===== src/rtl/register_file_clr_if.sv =====
// Register-file bus bundle: two read ports, one write port and the Busy flag.
// The master side drives indices and write data; the slave side returns operand data.
interface register_file_clr_if #(
    parameter int DATA_WIDTH = 64,
    parameter int ADDR_WIDTH = 5
);
    logic [ADDR_WIDTH-1:0] RA;
    logic [ADDR_WIDTH-1:0] RB;
    logic [ADDR_WIDTH-1:0] RW;
    logic [DATA_WIDTH-1:0] BusW;
    logic                  RegWr;
    logic [DATA_WIDTH-1:0] BusA;
    logic [DATA_WIDTH-1:0] BusB;
    logic                  Busy;

    modport master (
        output RA, RB, RW, BusW, RegWr,
        input  BusA, BusB, Busy
    );

    modport slave (
        input  RA, RB, RW, BusW, RegWr,
        output BusA, BusB, Busy
    );
endinterface


===== src/rtl/register_file_clr.sv =====
// LEGv8 register file with XZR, same-cycle write bypass and a post-reset
// clear engine that zeroes one entry per clock while Busy holds the datapath off.
module register_file_clr_rdport #(
    parameter int DATA_WIDTH = 64,
    parameter int ADDR_WIDTH = 5,
    parameter int ZERO_REG   = 31
) (
    input  logic [ADDR_WIDTH-1:0] rdAddr,
    input  logic                  busy,
    input  logic                  regWr,
    input  logic [ADDR_WIDTH-1:0] wrAddr,
    input  logic [DATA_WIDTH-1:0] wrData,
    input  logic [DATA_WIDTH-1:0] arrData,
    output logic [DATA_WIDTH-1:0] rdData
);
    localparam logic [ADDR_WIDTH-1:0] ZeroIdx = ADDR_WIDTH'(ZERO_REG);

    // XZR and Busy win over the bypass, so a write aimed at XZR never leaks out.
    always_comb begin
        rdData = '0;
        if (busy || rdAddr == ZeroIdx)
            rdData = '0;
        else if (regWr && wrAddr == rdAddr)
            rdData = wrData;
        else
            rdData = arrData;
    end
endmodule

module register_file_clr #(
    parameter int DATA_WIDTH = 64,
    parameter int ADDR_WIDTH = 5,
    parameter int ZERO_REG   = 31
) (
    input  logic                Clk,
    input  logic                ResetL,
    register_file_clr_if.slave  rf
);
    localparam int NUM_REGS  = 1 << ADDR_WIDTH;
    localparam int NUM_PORTS = 2;
    localparam logic [ADDR_WIDTH-1:0] ZeroIdx = ADDR_WIDTH'(ZERO_REG);
    localparam logic [ADDR_WIDTH-1:0] LastClr = ADDR_WIDTH'(ZERO_REG - 1);

    typedef enum logic [0:0] {
        StClear = 1'b0,
        StRun   = 1'b1
    } stateE;

    stateE                  stateQ, stateD;
    logic [ADDR_WIDTH-1:0]  clrPtrQ, clrPtrD;
    logic                   clrWe;
    logic                   wrEn;
    logic                   busy;

    logic [DATA_WIDTH-1:0]  regFile [NUM_REGS];

    logic [NUM_PORTS-1:0][ADDR_WIDTH-1:0] rdAddr;
    logic [NUM_PORTS-1:0][DATA_WIDTH-1:0] arrData;
    logic [NUM_PORTS-1:0][DATA_WIDTH-1:0] rdData;

    always_ff @(posedge Clk) begin
        if (!ResetL) begin
            stateQ  <= StClear;
            clrPtrQ <= '0;
        end else begin
            stateQ  <= stateD;
            clrPtrQ <= clrPtrD;
        end
    end

    // Clear walks 0..ZERO_REG-1; XZR itself is never stored, so the pointer never wraps.
    always_comb begin
        stateD  = stateQ;
        clrPtrD = clrPtrQ;
        clrWe   = 1'b0;
        case (stateQ)
            StClear: begin
                clrWe   = 1'b1;
                clrPtrD = clrPtrQ + ADDR_WIDTH'(1);
                if (clrPtrQ == LastClr)
                    stateD = StRun;
            end
            StRun: begin
                stateD = StRun;
            end
            default: begin
                stateD = StClear;
            end
        endcase
    end

    assign busy = !ResetL || (stateQ != StRun);
    assign wrEn = (stateQ == StRun) && rf.RegWr && (rf.RW != ZeroIdx);

    always_ff @(posedge Clk) begin
        if (ResetL) begin
            if (clrWe)
                regFile[clrPtrQ] <= '0;
            else if (wrEn)
                regFile[rf.RW] <= rf.BusW;
        end
    end

    assign rdAddr[0] = rf.RA;
    assign rdAddr[1] = rf.RB;

    for (genvar p = 0; p < NUM_PORTS; p++) begin : gPort
        assign arrData[p] = regFile[rdAddr[p]];

        register_file_clr_rdport #(
            .DATA_WIDTH (DATA_WIDTH),
            .ADDR_WIDTH (ADDR_WIDTH),
            .ZERO_REG   (ZERO_REG)
        ) uPort (
            .rdAddr  (rdAddr[p]),
            .busy    (busy),
            .regWr   (rf.RegWr),
            .wrAddr  (rf.RW),
            .wrData  (rf.BusW),
            .arrData (arrData[p]),
            .rdData  (rdData[p])
        );
    end

    assign rf.BusA = rdData[0];
    assign rf.BusB = rdData[1];
    assign rf.Busy = busy;
endmodule

===== src/flat_wrapper.sv =====
// flat-port wrapper written by rule: the top's interface ports become plain ports
module register_file_clr_flat 
#(
    parameter int DATA_WIDTH = 64,
    parameter int ADDR_WIDTH = 5,
    parameter int ZERO_REG   = 31
)
  (Clk, ResetL, rf_RA, rf_RB, rf_RW, rf_BusW, rf_RegWr, rf_BusA, rf_BusB, rf_Busy);
  register_file_clr_if #(.DATA_WIDTH(DATA_WIDTH), .ADDR_WIDTH(ADDR_WIDTH)) rf_i ();
  input  logic Clk;
  input  logic ResetL;
  input wire logic [$bits(rf_i.RA)-1:0] rf_RA;
  input wire logic [$bits(rf_i.RB)-1:0] rf_RB;
  input wire logic [$bits(rf_i.RW)-1:0] rf_RW;
  input wire logic [$bits(rf_i.BusW)-1:0] rf_BusW;
  input wire logic [$bits(rf_i.RegWr)-1:0] rf_RegWr;
  output wire logic [$bits(rf_i.BusA)-1:0] rf_BusA;
  output wire logic [$bits(rf_i.BusB)-1:0] rf_BusB;
  output wire logic [$bits(rf_i.Busy)-1:0] rf_Busy;
  assign rf_i.RA = rf_RA;
  assign rf_i.RB = rf_RB;
  assign rf_i.RW = rf_RW;
  assign rf_i.BusW = rf_BusW;
  assign rf_i.RegWr = rf_RegWr;
  assign rf_BusA = rf_i.BusA;
  assign rf_BusB = rf_i.BusB;
  assign rf_Busy = rf_i.Busy;
  register_file_clr #(.DATA_WIDTH(DATA_WIDTH), .ADDR_WIDTH(ADDR_WIDTH), .ZERO_REG(ZERO_REG)) u_core (.Clk(Clk), .ResetL(ResetL), .rf(rf_i));
endmodule

===== config.mk =====
export PLATFORM = sky130hd
export DESIGN_NAME = register_file_clr_flat
export DESIGN_NICKNAME = d
export VERILOG_FILES = /design/src/rtl/register_file_clr_if.sv /design/src/rtl/register_file_clr.sv /design/src/flat_wrapper.sv
export SDC_FILE = /design/constraint.sdc
export NUM_CORES = 2
export LEC_CHECK = 0
export CAP_MARGIN = 10
export CORE_ASPECT_RATIO = 0.75
export CORE_MARGIN = 2
export CORE_UTILIZATION = 55
export CTS_CLUSTER_DIAMETER = 100
export DETAILED_ROUTE_END_ITERATION = 8
export PLACE_DENSITY = 0.71
export REMOVE_ABC_BUFFERS = 1
export SYNTH_ARGS = -nofsm -noshare
export SYNTH_HDL_FRONTEND = slang
export SYNTH_SLANG_ARGS = --single-unit

===== constraint.sdc =====
create_clock -name Clk -period 10.67 [get_ports Clk]
set_clock_uncertainty 0.05 [all_clocks]
set_input_delay 2.6675 -clock Clk [delete_from_list [all_inputs] [get_ports Clk]]
set_output_delay 2.6675 -clock Clk [all_outputs]
set_load 0.005 [all_outputs]

==> results.json <==
{
  "outcome": "complete, no violations",
  "cpPeakStageDelay_ns": 0.63,
  "p_per_area_mw_per_mm2": 156,
  "overflow": 0,
  "drt_first_pass_iters": 5,
  "fin_crit_sh_pct": 85.3,
  "cts_hold_buf": 0,
  "fin_crit_ns": 9.10,
  "final_nets": 4901,
  "worst_pin_slew_ns": 1.28,
  "cts-buffers-inserted": 193,
  "critPathSlowestCell": "nand3_4",
  "first_iter_violations": 8196,
  "finalHoldViolCount": 0,
  "worstPathCellList": "clkdlybuf4s50_1 > xor2_1 > nor4_1 > nand3_4 > buf_4 > nor2_1 > nor3_1 > clkdlybuf4s50_1",
  "cts_tree": "built",
  "drv_slew": 0,
  "synthDistinctLibCells": 49,
  "place_congestion": 0.798,
  "yosysSeqAreaShare_pct": 64.1,
  "dieArea_sq_mm": 0.178,
  "max-slew-margin-rel_pct": 14.4,
  "wire_per_inst_um": 38.8,
  "synth_area_leader_cell": "edfxtp_1",
  "synthTopCellsByArea": "edfxtp_1 (64%), mux4_2 (25%), mux2i_1 (3.5%)",
  "peakVddDrop_mv": 0.137,
  "synthArstFlopShare_pct": 0,
  "arrival_ns": 6.39,
  "rsz0062_at_grt": "no",
  "cts_setup_buffers": 0,
  "die_width_um": 487,
  "place.port_buffers": 210,
  "cts_resized": 0,
  "clk_pin_slew_ns": 0.06,
  "core_area_sq_mm": 0.173,
  "drive_above_1_share_pct": 31.5,
  "yosysWarnings": 0,
  "clockBufferDepth": 3,
  "fmaxAchievable_mhz": 110,
  "htree_num_levels": 4,
  "ioPinCount": 211,
  "area_growth_pct": 11.7,
  "via_per_inst": 7.47,
  "start_util_pct": 55.5,
  "place_hpwl_mm": 148,
  "cp-end-kind": "primary output",
  "die_height_um": 366,
  "grtUsageTotal_pct": 31.7,
  "critical_path_required_ns": 7.95,
  "ant_nets": 0,
  "synth_edf_count": 2048,
  "drcViolationCount": 0,
  "cpMostUsedCell": "clkdlybuf4s50_1",
  "finish.utilization_pct": 62.0,
  "yosys_most_used_dff": "edfxtp_1",
  "drt_wl_total_mm": 282,
  "cp_top_family": "simple AND/OR/NAND/NOR gates",
  "crit_path_start_kind": "input pin",
  "grt_pass1_vias": 53972,
  "syn_inst": 4652,
  "cts_sinks": 2054,
  "critical_path_class": "input pin to primary output",
  "power_leakage_nw": 30.2,
  "max_cap_viol_count": 0,
  "cts_root_buf": "clkbuf_16",
  "synth-seq-cells": 2054,
  "hold_path.class": "flip-flop to flip-flop",
  "syn_area_sq_mm": 0.0961,
  "critPathMaxFanout": 40,
  "cp_num_buf_inv": 3,
  "clock_latency_ns": 0.84,
  "grt_pass1_wl_mm": 400,
  "avgSynthCellArea_sq_um": 20.7,
  "finalSetupViolCount": 0,
  "synth_top_area_share_pct": 64.0,
  "power_mw": 16.7,
  "hold_slack_ns": 0.613,
  "rows": 132,
  "antenna_found_initial": 2,
  "setup-tns-final_ns": 0,
  "vias": 54271,
  "grt_max_degree": 113
}
## power breakdown
part           leakage [nW]  total [mW]  internal (mW)  switching (mW)
Combinational          11.1        1.09          0.474           0.615
Sequential             16.1        8.83           8.80          0.0253
Clock                  2.98        6.82           3.73            3.09
Total                  30.2        16.7           13.0            3.73
## worst paths after layout
path / from / endpoint / slack, ns / cells past startpoint
max: rf_RW[2] / rf_BusA[62] / 1.57 / 8
min: u_core.clrPtrQ[4] / u_core.stateQ / 0.61 / 2
max reg2reg: u_core.stateQ / u_core.regFile[7][62] / 6.38 / 7
min reg2reg: u_core.clrPtrQ[4] / u_core.stateQ / 0.61 / 2
## flip-flops by register name (all words and copies together), names as in the netlist
register	flops
u_core.clrPtrQ	5
u_core.regFile	2048
u_core.stateQ	1
## cell type report
class / instances / area (sq um)
diodes: 1 / 2.50
multi-input cells: 2197 / 32900
clock inverters: 136 / 1110
clock buffers: 226 / 5020
flip-flops and latches: 2054 / 61600
inverters: 7 / 26.3
fillers: 11750 / 65800
well taps: 2278 / 2850
repair buffers: 364 / 3750
## per-layer routing
layer  track usage, %  routed length (um)
met1             45.8              106000
met2             49.0              133000
met3             6.20               32000
met4             11.3               10700
met5                0                  13
## cells by family (layout without fill, tap and decap cells)
logic type | after synthesis | in the layout | synth area share, %
AO/OA/AOI/OAI | 475 | 475 | 3.55
adder cells (fa/ha/maj) | 2 | 2 | 0.0260
buffers and inverters | 401 | 733 | 1.94
other | 0 | 1 | 0
multiplexers | 1425 | 1425 | 28.8
XOR/XNOR | 14 | 14 | 0.128
flip-flops | 2054 | 2054 | 64.1
AND/OR/NAND/NOR | 281 | 281 | 1.45
## synth_stat cells, types with 2 or more instances
cell type / instances
edfxtp_1: 2048
mux4_2: 1068
mux2i_1: 336
clkbuf_1: 165
buf_2: 146
a211oi_1: 119
nor2_1: 109
a21oi_1: 78
and2_1: 69
o21ai_0: 63
a32o_1: 59
o221ai_1: 52
buf_1: 45
nor2b_1: 41
o22ai_1: 37
nand2_1: 36
buf_4: 30
a22oi_1: 24
a221oi_1: 21
mux2_2: 21
xor2_1: 9
buf_6: 8
inv_1: 7
dfxtp_1: 6
nand3_1: 6
o211ai_1: 5
xnor2_1: 5
a31oi_1: 4
and3_1: 4
nand2b_1: 3
nor3_1: 3
o21a_1: 3
ha_1: 2
nand3b_1: 2
nor3b_1: 2
nor4_1: 2
o31ai_1: 2
## placed cells by master, fill, tap and decap left out, types with 24 or more instances in the layout
cell type	n
o22ai_1	37
clkinv_1	60
clkbuf_16	196
nor2_4	32
edfxtp_1	2048
nor2_1	77
and2_1	69
o221ai_1	52
o21ai_0	63
a211oi_1	119
a32o_1	59
mux2i_1	336
mux4_2	1068
clkbuf_1	30
nand2_1	36
a21oi_1	75
clkinv_2	35
a22oi_1	24
clkdlybuf4s50_1	200
buf_12	36
nor2b_1	39
buf_4	118
## metrics by stage
| stage | area, sq um | setup WS [ns] | std cells |
|---|---|---|---|
| floorplan | 94200 | 0.795 | 4258 |
| global placement | 101000 | 1.60 | 6899 |
| detailed placement | 101000 | 1.58 | 6899 |
| CTS | 107000 | 1.58 | 7261 |
| global route | 107000 | 1.36 | 7262 |
| finish | 107000 | 1.57 | 7263 |
## worst reg2reg max path: stages (launching register included)
cell and delay, ns:
dfxtp_1 0.49, nand3_1 0.43, a21oi_4 0.24, buf_4 0.60
a31oi_2 0.16, buf_4 0.24, nor2_4 0.84, buf_4 0.85
Note: power is estimated with default switching activity, not from simulation.
